`config.mk`:
```
export PLATFORM = sky130hd
export DESIGN_NAME = ctrl_sequencer
export DESIGN_NICKNAME = d
export VERILOG_FILES = /design/src/rtl/ctrl_pkg.sv /design/src/rtl/lowest_set_bit.sv /design/src/rtl/ctrl_sequencer.sv
export SDC_FILE = /design/constraint.sdc
export NUM_CORES = 1
export LEC_CHECK = 0
export ABC_AREA = 1
export BUFFER_PORTS_ARGS = -buffer_cell sky130_fd_sc_hd__buf_4
export CAP_MARGIN = 0
export CORE_MARGIN = 4
export CORE_UTILIZATION = 60
export DETAILED_ROUTE_END_ITERATION = 16
export PLACE_DENSITY_LB_ADDON = 0.2
export SLEW_MARGIN = 20
export SYNTH_ARGS = -nofsm -noshare
export SYNTH_HDL_FRONTEND = slang
export SYNTH_HIERARCHICAL = 1
export SYNTH_SLANG_ARGS = --single-unit
```
`constraint.sdc`:
```
create_clock -name clk -period 4.2 [get_ports clk]
set_input_delay 0.21 -clock clk [delete_from_list [all_inputs] [get_ports clk]]
set_output_delay 0.21 -clock clk [all_outputs]
set_load 0.01 [all_outputs]
```
`src/rtl/ctrl_pkg.sv`:
```
// Shared constants for the registered ID-stage control sequencer: mode and
// opcode encodings, ALU command codes and the sequencer FSM state type.
package ctrl_pkg;

  localparam logic [1:0] MODE_DP  = 2'd0;
  localparam logic [1:0] MODE_MEM = 2'd1;
  localparam logic [1:0] MODE_BR  = 2'd2;
  localparam logic [1:0] MODE_BLK = 2'd3;

  localparam logic [3:0] OP_MOV  = 4'b1101;
  localparam logic [3:0] OP_MVN  = 4'b1111;
  localparam logic [3:0] OP_ADD  = 4'b0100;
  localparam logic [3:0] OP_ADC  = 4'b0101;
  localparam logic [3:0] OP_SUB  = 4'b0010;
  localparam logic [3:0] OP_SBC  = 4'b0110;
  localparam logic [3:0] OP_AND  = 4'b0000;
  localparam logic [3:0] OP_ORR  = 4'b1100;
  localparam logic [3:0] OP_EOR  = 4'b0001;
  localparam logic [3:0] OP_CMP  = 4'b1010;
  localparam logic [3:0] OP_TST  = 4'b1000;
  localparam logic [3:0] OP_LDST = 4'b0100;

  localparam logic [3:0] EXE_NONE = 4'b0000;
  localparam logic [3:0] EXE_MOV  = 4'b0001;
  localparam logic [3:0] EXE_ADD  = 4'b0010;
  localparam logic [3:0] EXE_ADC  = 4'b0011;
  localparam logic [3:0] EXE_SUB  = 4'b0100;
  localparam logic [3:0] EXE_SBC  = 4'b0101;
  localparam logic [3:0] EXE_AND  = 4'b0110;
  localparam logic [3:0] EXE_ORR  = 4'b0111;
  localparam logic [3:0] EXE_EOR  = 4'b1000;
  localparam logic [3:0] EXE_MVN  = 4'b1001;

  typedef enum logic {ST_IDLE, ST_BLOCK} seq_state_t;

  // ALU command for the write-back data-processing opcodes; others map to 0.
  function automatic logic [3:0] dp_cmd(input logic [3:0] op);
    logic [3:0] cmd;
    cmd = EXE_NONE;
    case (op)
      OP_MOV: cmd = EXE_MOV;
      OP_MVN: cmd = EXE_MVN;
      OP_ADD: cmd = EXE_ADD;
      OP_ADC: cmd = EXE_ADC;
      OP_SUB: cmd = EXE_SUB;
      OP_SBC: cmd = EXE_SBC;
      OP_AND: cmd = EXE_AND;
      OP_ORR: cmd = EXE_ORR;
      OP_EOR: cmd = EXE_EOR;
      default: cmd = EXE_NONE;
    endcase
    return cmd;
  endfunction

endpackage

```
`src/rtl/lowest_set_bit.sv`:
```
// Priority encoder: index of the lowest set bit of a vector plus an any-set flag.
module lowest_set_bit #(
  parameter int REG_COUNT = 16,
  parameter int IDX_W     = $clog2(REG_COUNT)
) (
  input  logic [REG_COUNT-1:0] vec,
  output logic [IDX_W-1:0]     idx,
  output logic                 any
);

  always_comb begin
    idx = '0;
    for (int unsigned i = REG_COUNT; i > 0; i--) begin
      if (vec[i-1]) idx = IDX_W'(i - 1);
    end
  end

  assign any = |vec;

endmodule

```
`src/rtl/ctrl_sequencer.sv`:
```
// Registered ID-stage control decoder with stall/flush and LDM/STM expansion
// into one memory micro-op per set register-list bit.
module ctrl_sequencer
  import ctrl_pkg::*;
#(
  parameter int REG_COUNT = 16,
  parameter int REG_IDX_W = 4,
  parameter int OFFSET_W  = 6,
  parameter int EXE_CMD_W = 4
) (
  input  logic                 clk,
  input  logic                 rst,
  input  logic                 valid_in,
  output logic                 in_ready,
  input  logic [1:0]           mode,
  input  logic [3:0]           opcode,
  input  logic                 s_bit,
  input  logic                 nop,
  input  logic [REG_COUNT-1:0] reg_list,
  input  logic                 stall,
  input  logic                 flush,
  output logic                 valid_out,
  output logic [EXE_CMD_W-1:0] exe_cmd,
  output logic                 wb_en,
  output logic                 mem_read,
  output logic                 mem_write,
  output logic                 branch,
  output logic                 status_update,
  output logic [REG_IDX_W-1:0] uop_reg,
  output logic [OFFSET_W-1:0]  uop_offset,
  output logic                 uop_last
);

  seq_state_t           state, state_d;
  logic [REG_COUNT-1:0] pending, pending_d;
  logic [REG_IDX_W-1:0] ord, ord_d;
  logic                 blk_load, blk_load_d;

  logic [REG_COUNT-1:0] sel_list, rest;
  logic [REG_IDX_W-1:0] lsb_idx;
  logic                 lsb_any;
  logic                 accept, is_blk;

  logic                 valid_d, wb_d, rd_d, wr_d, br_d, su_d, last_d;
  logic [EXE_CMD_W-1:0] exe_d;
  logic [REG_IDX_W-1:0] reg_d;
  logic [OFFSET_W-1:0]  off_d;

  assign in_ready = (state == ST_IDLE) && !stall;
  assign accept   = valid_in && in_ready && !flush;
  assign is_blk   = (mode == MODE_BLK) && (opcode == OP_LDST);

  // One encoder serves both the fresh list (IDLE) and the latched remainder (BLOCK).
  assign sel_list = (state == ST_BLOCK) ? pending : reg_list;
  assign rest     = sel_list & ~(REG_COUNT'(1) << lsb_idx);

  lowest_set_bit #(
    .REG_COUNT (REG_COUNT),
    .IDX_W     (REG_IDX_W)
  ) u_lsb (
    .vec (sel_list),
    .idx (lsb_idx),
    .any (lsb_any)
  );

  always_ff @(posedge clk) begin
    if (rst || flush) begin
      state         <= ST_IDLE;
      pending       <= '0;
      ord           <= '0;
      blk_load      <= 1'b0;
      valid_out     <= 1'b0;
      exe_cmd       <= '0;
      wb_en         <= 1'b0;
      mem_read      <= 1'b0;
      mem_write     <= 1'b0;
      branch        <= 1'b0;
      status_update <= 1'b0;
      uop_reg       <= '0;
      uop_offset    <= '0;
      uop_last      <= 1'b0;
    end else if (!stall) begin
      state         <= state_d;
      pending       <= pending_d;
      ord           <= ord_d;
      blk_load      <= blk_load_d;
      valid_out     <= valid_d;
      exe_cmd       <= exe_d;
      wb_en         <= wb_d;
      mem_read      <= rd_d;
      mem_write     <= wr_d;
      branch        <= br_d;
      status_update <= su_d;
      uop_reg       <= reg_d;
      uop_offset    <= off_d;
      uop_last      <= last_d;
    end
  end

  always_comb begin
    state_d    = state;
    pending_d  = pending;
    ord_d      = ord;
    blk_load_d = blk_load;
    case (state)
      ST_IDLE: begin
        if (accept && is_blk && (rest != '0)) begin
          state_d    = ST_BLOCK;
          pending_d  = rest;
          ord_d      = REG_IDX_W'(1);
          blk_load_d = s_bit;
        end
      end
      ST_BLOCK: begin
        pending_d = rest;
        ord_d     = ord + REG_IDX_W'(1);
        if (rest == '0) state_d = ST_IDLE;
      end
      default: state_d = ST_IDLE;
    endcase
  end

  always_comb begin
    valid_d = 1'b0;
    exe_d   = '0;
    wb_d    = 1'b0;
    rd_d    = 1'b0;
    wr_d    = 1'b0;
    br_d    = 1'b0;
    su_d    = 1'b0;
    reg_d   = '0;
    off_d   = '0;
    last_d  = 1'b0;
    if (state == ST_BLOCK) begin
      valid_d = 1'b1;
      exe_d   = EXE_CMD_W'(EXE_ADD);
      wb_d    = blk_load;
      rd_d    = blk_load;
      wr_d    = !blk_load;
      reg_d   = lsb_idx;
      off_d   = OFFSET_W'(ord) << 2;
      last_d  = (rest == '0);
    end else if (accept) begin
      valid_d = 1'b1;
      last_d  = 1'b1;
      case (mode)
        MODE_DP: begin
          case (opcode)
            OP_MOV, OP_MVN, OP_ADD, OP_ADC, OP_SUB, OP_SBC, OP_ORR, OP_EOR: begin
              exe_d = EXE_CMD_W'(dp_cmd(opcode));
              wb_d  = 1'b1;
              su_d  = s_bit;
            end
            OP_AND: begin
              exe_d = EXE_CMD_W'(EXE_AND);
              wb_d  = !nop;
              su_d  = s_bit && !nop;
            end
            OP_CMP: begin
              exe_d = EXE_CMD_W'(EXE_SUB);
              su_d  = 1'b1;
            end
            OP_TST: begin
              exe_d = EXE_CMD_W'(EXE_AND);
              su_d  = 1'b1;
            end
            default: ;
          endcase
        end
        MODE_MEM: begin
          if (opcode == OP_LDST) begin
            exe_d = EXE_CMD_W'(EXE_ADD);
            wb_d  = s_bit;
            rd_d  = s_bit;
            wr_d  = !s_bit;
          end
        end
        MODE_BR: br_d = 1'b1;
        MODE_BLK: begin
          if (is_blk && lsb_any) begin
            exe_d  = EXE_CMD_W'(EXE_ADD);
            wb_d   = s_bit;
            rd_d   = s_bit;
            wr_d   = !s_bit;
            reg_d  = lsb_idx;
            last_d = (rest == '0);
          end
        end
        default: ;
      endcase
    end
  end

endmodule

```
==> out/qor.yml <==
cts_tree: "done"
ys_types: 32
drv_slew: 0
combPwrFrac_pct: 13.8
die_area_um2: 5510
yosysTopAreaCellShare_pct: 31.2
port_buffers: 48
critical_path_class: "register to register"
cts_sinks: 41
regMostFlops: "pending"
vias: 2913
p_leak_uw: 0.00142
async_reset_ff_share_pct: 0
final.period_utilization_pct: 86.9
instances_no_fill: 525
ant_nets: 0
ctsHoldBuffers: 0
finalHoldViolCount: 0
synth_top_area_cell: "dfxtp_1"
hold_path.class: "input port to register"
max_slew_margin_pct: 55.5
max_freq_mhz: 274
route.detailed.drc: 0
ios: 51
clockRootBuffer: "clkbuf_8"
antenna_found_initial: 0
period_minus_slack_ns: 3.65
fillers: 343
post-place-cells: 517
cts_buffer_depth: 2
worstSkewPairLatency_ns: 0.30
utilization_pct: 75.7
regArea_um2: 821
yosys-top-cells-area: "dfxtp_1 31%, nand2_1 21%, a21oi_1 7.8%"
synth.avg_cell_area_um2: 6.05
max_cap_violations: 0
setup_violations: 0
largest_reg_flops: 16
crit_slowest_cell: "a21oi_2"
grt_setup_unrepaired: "no"
pwr-share-seq_pct: 43.0
power_density_nw_per_um2: 291
die_height_um: 74.2
final.setup_skew_ns: 0.00565
dr.pass1.iters: 5
via_per_inst: 5.55
syn_inst: 435
clk_pin_slew_ns: 0.09
overflow: 0
final.setup.tns_ns: 0
areaGrowthSynthToFinish_pct: 18.4
critPathCaptureType: "register"
swShare_pct: 25.6
yosysWarnings: 6
start_util_pct: 63.9
coreArea_um2: 4120
grt_pass1_wl_um: 11400
place_congestion: 1.01
hold-worst-slack_ns: 0.220
worst-path-max-fanout: 36
cts_made_buffers: 5
yosys-top-cells-count: "144 x nand2_1, 44 x nor2_1, 41 x a21oi_1, 41 x dfxtp_1, 35 x nand3_1"
ys_ff_latch: 41
multiInputGateArea_um2: 1530
grtUsageTotal_pct: 26.2
ctsHtreeMaxLevel: 2
required_ns: 4.43
max_stage_delay_ns: 0.33
fin_nets: 509
die-width_um: 74.2
detail_route.iter0.violations: 238
drive_gt1_share_pct: 16.8
synth_flop_cell: "dfxtp_1"
startpoint_type: "register"
synth-edff-count: 0
grt_max_degree: 41
crit_path_frequent_cell: "nand2_1"
drt-total-wl_um: 7010
pwr-share-clk_pct: 43.1
wl_per_cell_um: 13.4
status: "complete, no violations"
antenna_cells: 0
ir_worst_vdd_uv: 288
grt_pass1_vias: 2566
cts_setup_buffers: 0
post-synth-top-count-cell: "nand2_1"
power_switching_uw: 233
core.rowCount: 23
hpwl_um: 4870
ys_seq_area_share_pct: 31.2
arrival_ns: 3.88
p_int_uw: 675
post_cts_resized: 0
syn_area_um2: 2630
tightestPinTransition_ns: 0.666
layer usage:
| metal | global-route usage, % | up-vias | share of wire, % |
|---|---|---|---|
| met1 | 35.2 | 1292 | 45 |
| met5 | 0 | - | 0 |
| met3 | 5.00 | 17 | 7.7 |
| met4 | 8.89 | 0 | 1.9 |
| li1 | - | 1476 | - |
| met2 | 42.3 | 128 | 46 |
worst max-delay path, delay by kind of cell, from the launching register on:
kind / cells / cell delay [ns]
AND/OR/NAND/NOR: 21 / 1.87
buffers and inverters: 3 / 0.55
AO/OA/AOI/OAI: 4 / 0.85
flip-flops: 1 / 0.32
power groups by stage:
| stage | clock network (µW) | logic [µW] | registers [µW] |
|---|---|---|---|
| after global placement | 0 | 120 | 400 |
| after floorplan | 0 | 80.2 | 400 |
| final | 392 | 126 | 391 |
| after global routing | 415 | 140 | 391 |
| after CTS | 397 | 123 | 391 |
| after detailed placement | 0 | 122 | 400 |
cells by family (layout without fill, tap and decap cells):
| kind of cell | after synthesis | in the layout | share of synthesized area [%] |
|---|---|---|---|
| buffers and inverters | 65 | 104 | 10.7 |
| AOI/OAI and AO/OA | 69 | 69 | 14.1 |
| other | 1 | 2 | 0.143 |
| DFF | 41 | 41 | 31.2 |
| xor gates and xnor gates | 1 | 1 | 0.333 |
| and+or+nand+nor | 252 | 252 | 40.7 |
| adders and majority gates | 6 | 6 | 2.85 |
area by class of cell:
type | instances | area share, %
clock buffer | 5 | 2.21
clock inverter | 3 | 2.21
inverter | 42 | 5.06
multi-input combinational | 330 | 49.2
sequential | 41 | 26.3
tap | 50 | 2.01
timing repair buffer | 54 | 13.0
metrics by stage:
| step | setup WS, ns | area [µm²] | total power [µW] |
|---|---|---|---|
| 4_1_cts | 0.601 | 3120 | 911 |
| 3_5_place_dp | 0.631 | 2980 | 522 |
| 5_1_grt | 0.157 | 3120 | 946 |
| 6_report | 0.550 | 3120 | 908 |
| 2_1_floorplan | 1.44 | 2640 | 481 |
| 3_3_place_gp | 0.711 | 2980 | 520 |
worst paths after layout:
kind                                    from                         end  slack [ns]  cells after the start
setup / recovery          state$_SDFFE_PP0N_         ord[2]$_SDFFE_PP0P_        0.55                     28
hold / removal                         s_bit       mem_read$_SDFFE_PP0N_        0.22                      3
hold reg to reg   uop_offset[3]$_SDFFE_PP0N_  uop_offset[3]$_SDFFE_PP0N_        0.47                      2
setup reg to reg          state$_SDFFE_PP0N_         ord[2]$_SDFFE_PP0P_        0.55                     28
placed cells by master, fill, tap and decap left out, types with 2 or more instances in the layout:
master     instances
nand2_1          144
buf_4             54
nor2_1            44
a21oi_1           41
dfxtp_1           41
nand3_1           35
inv_1             32
o21ai_0           15
nand4_1           13
inv_2              8
ha_1               6
clkbuf_8           5
nor3_1             4
or2_2              4
o21ai_1            4
nor4_1             3
nor2_2             2
clkinv_1           2
o22ai_1            2
a22oi_1            2
conb_1             2
bufinv_16          2
Power figures use the tool's default switching activity.
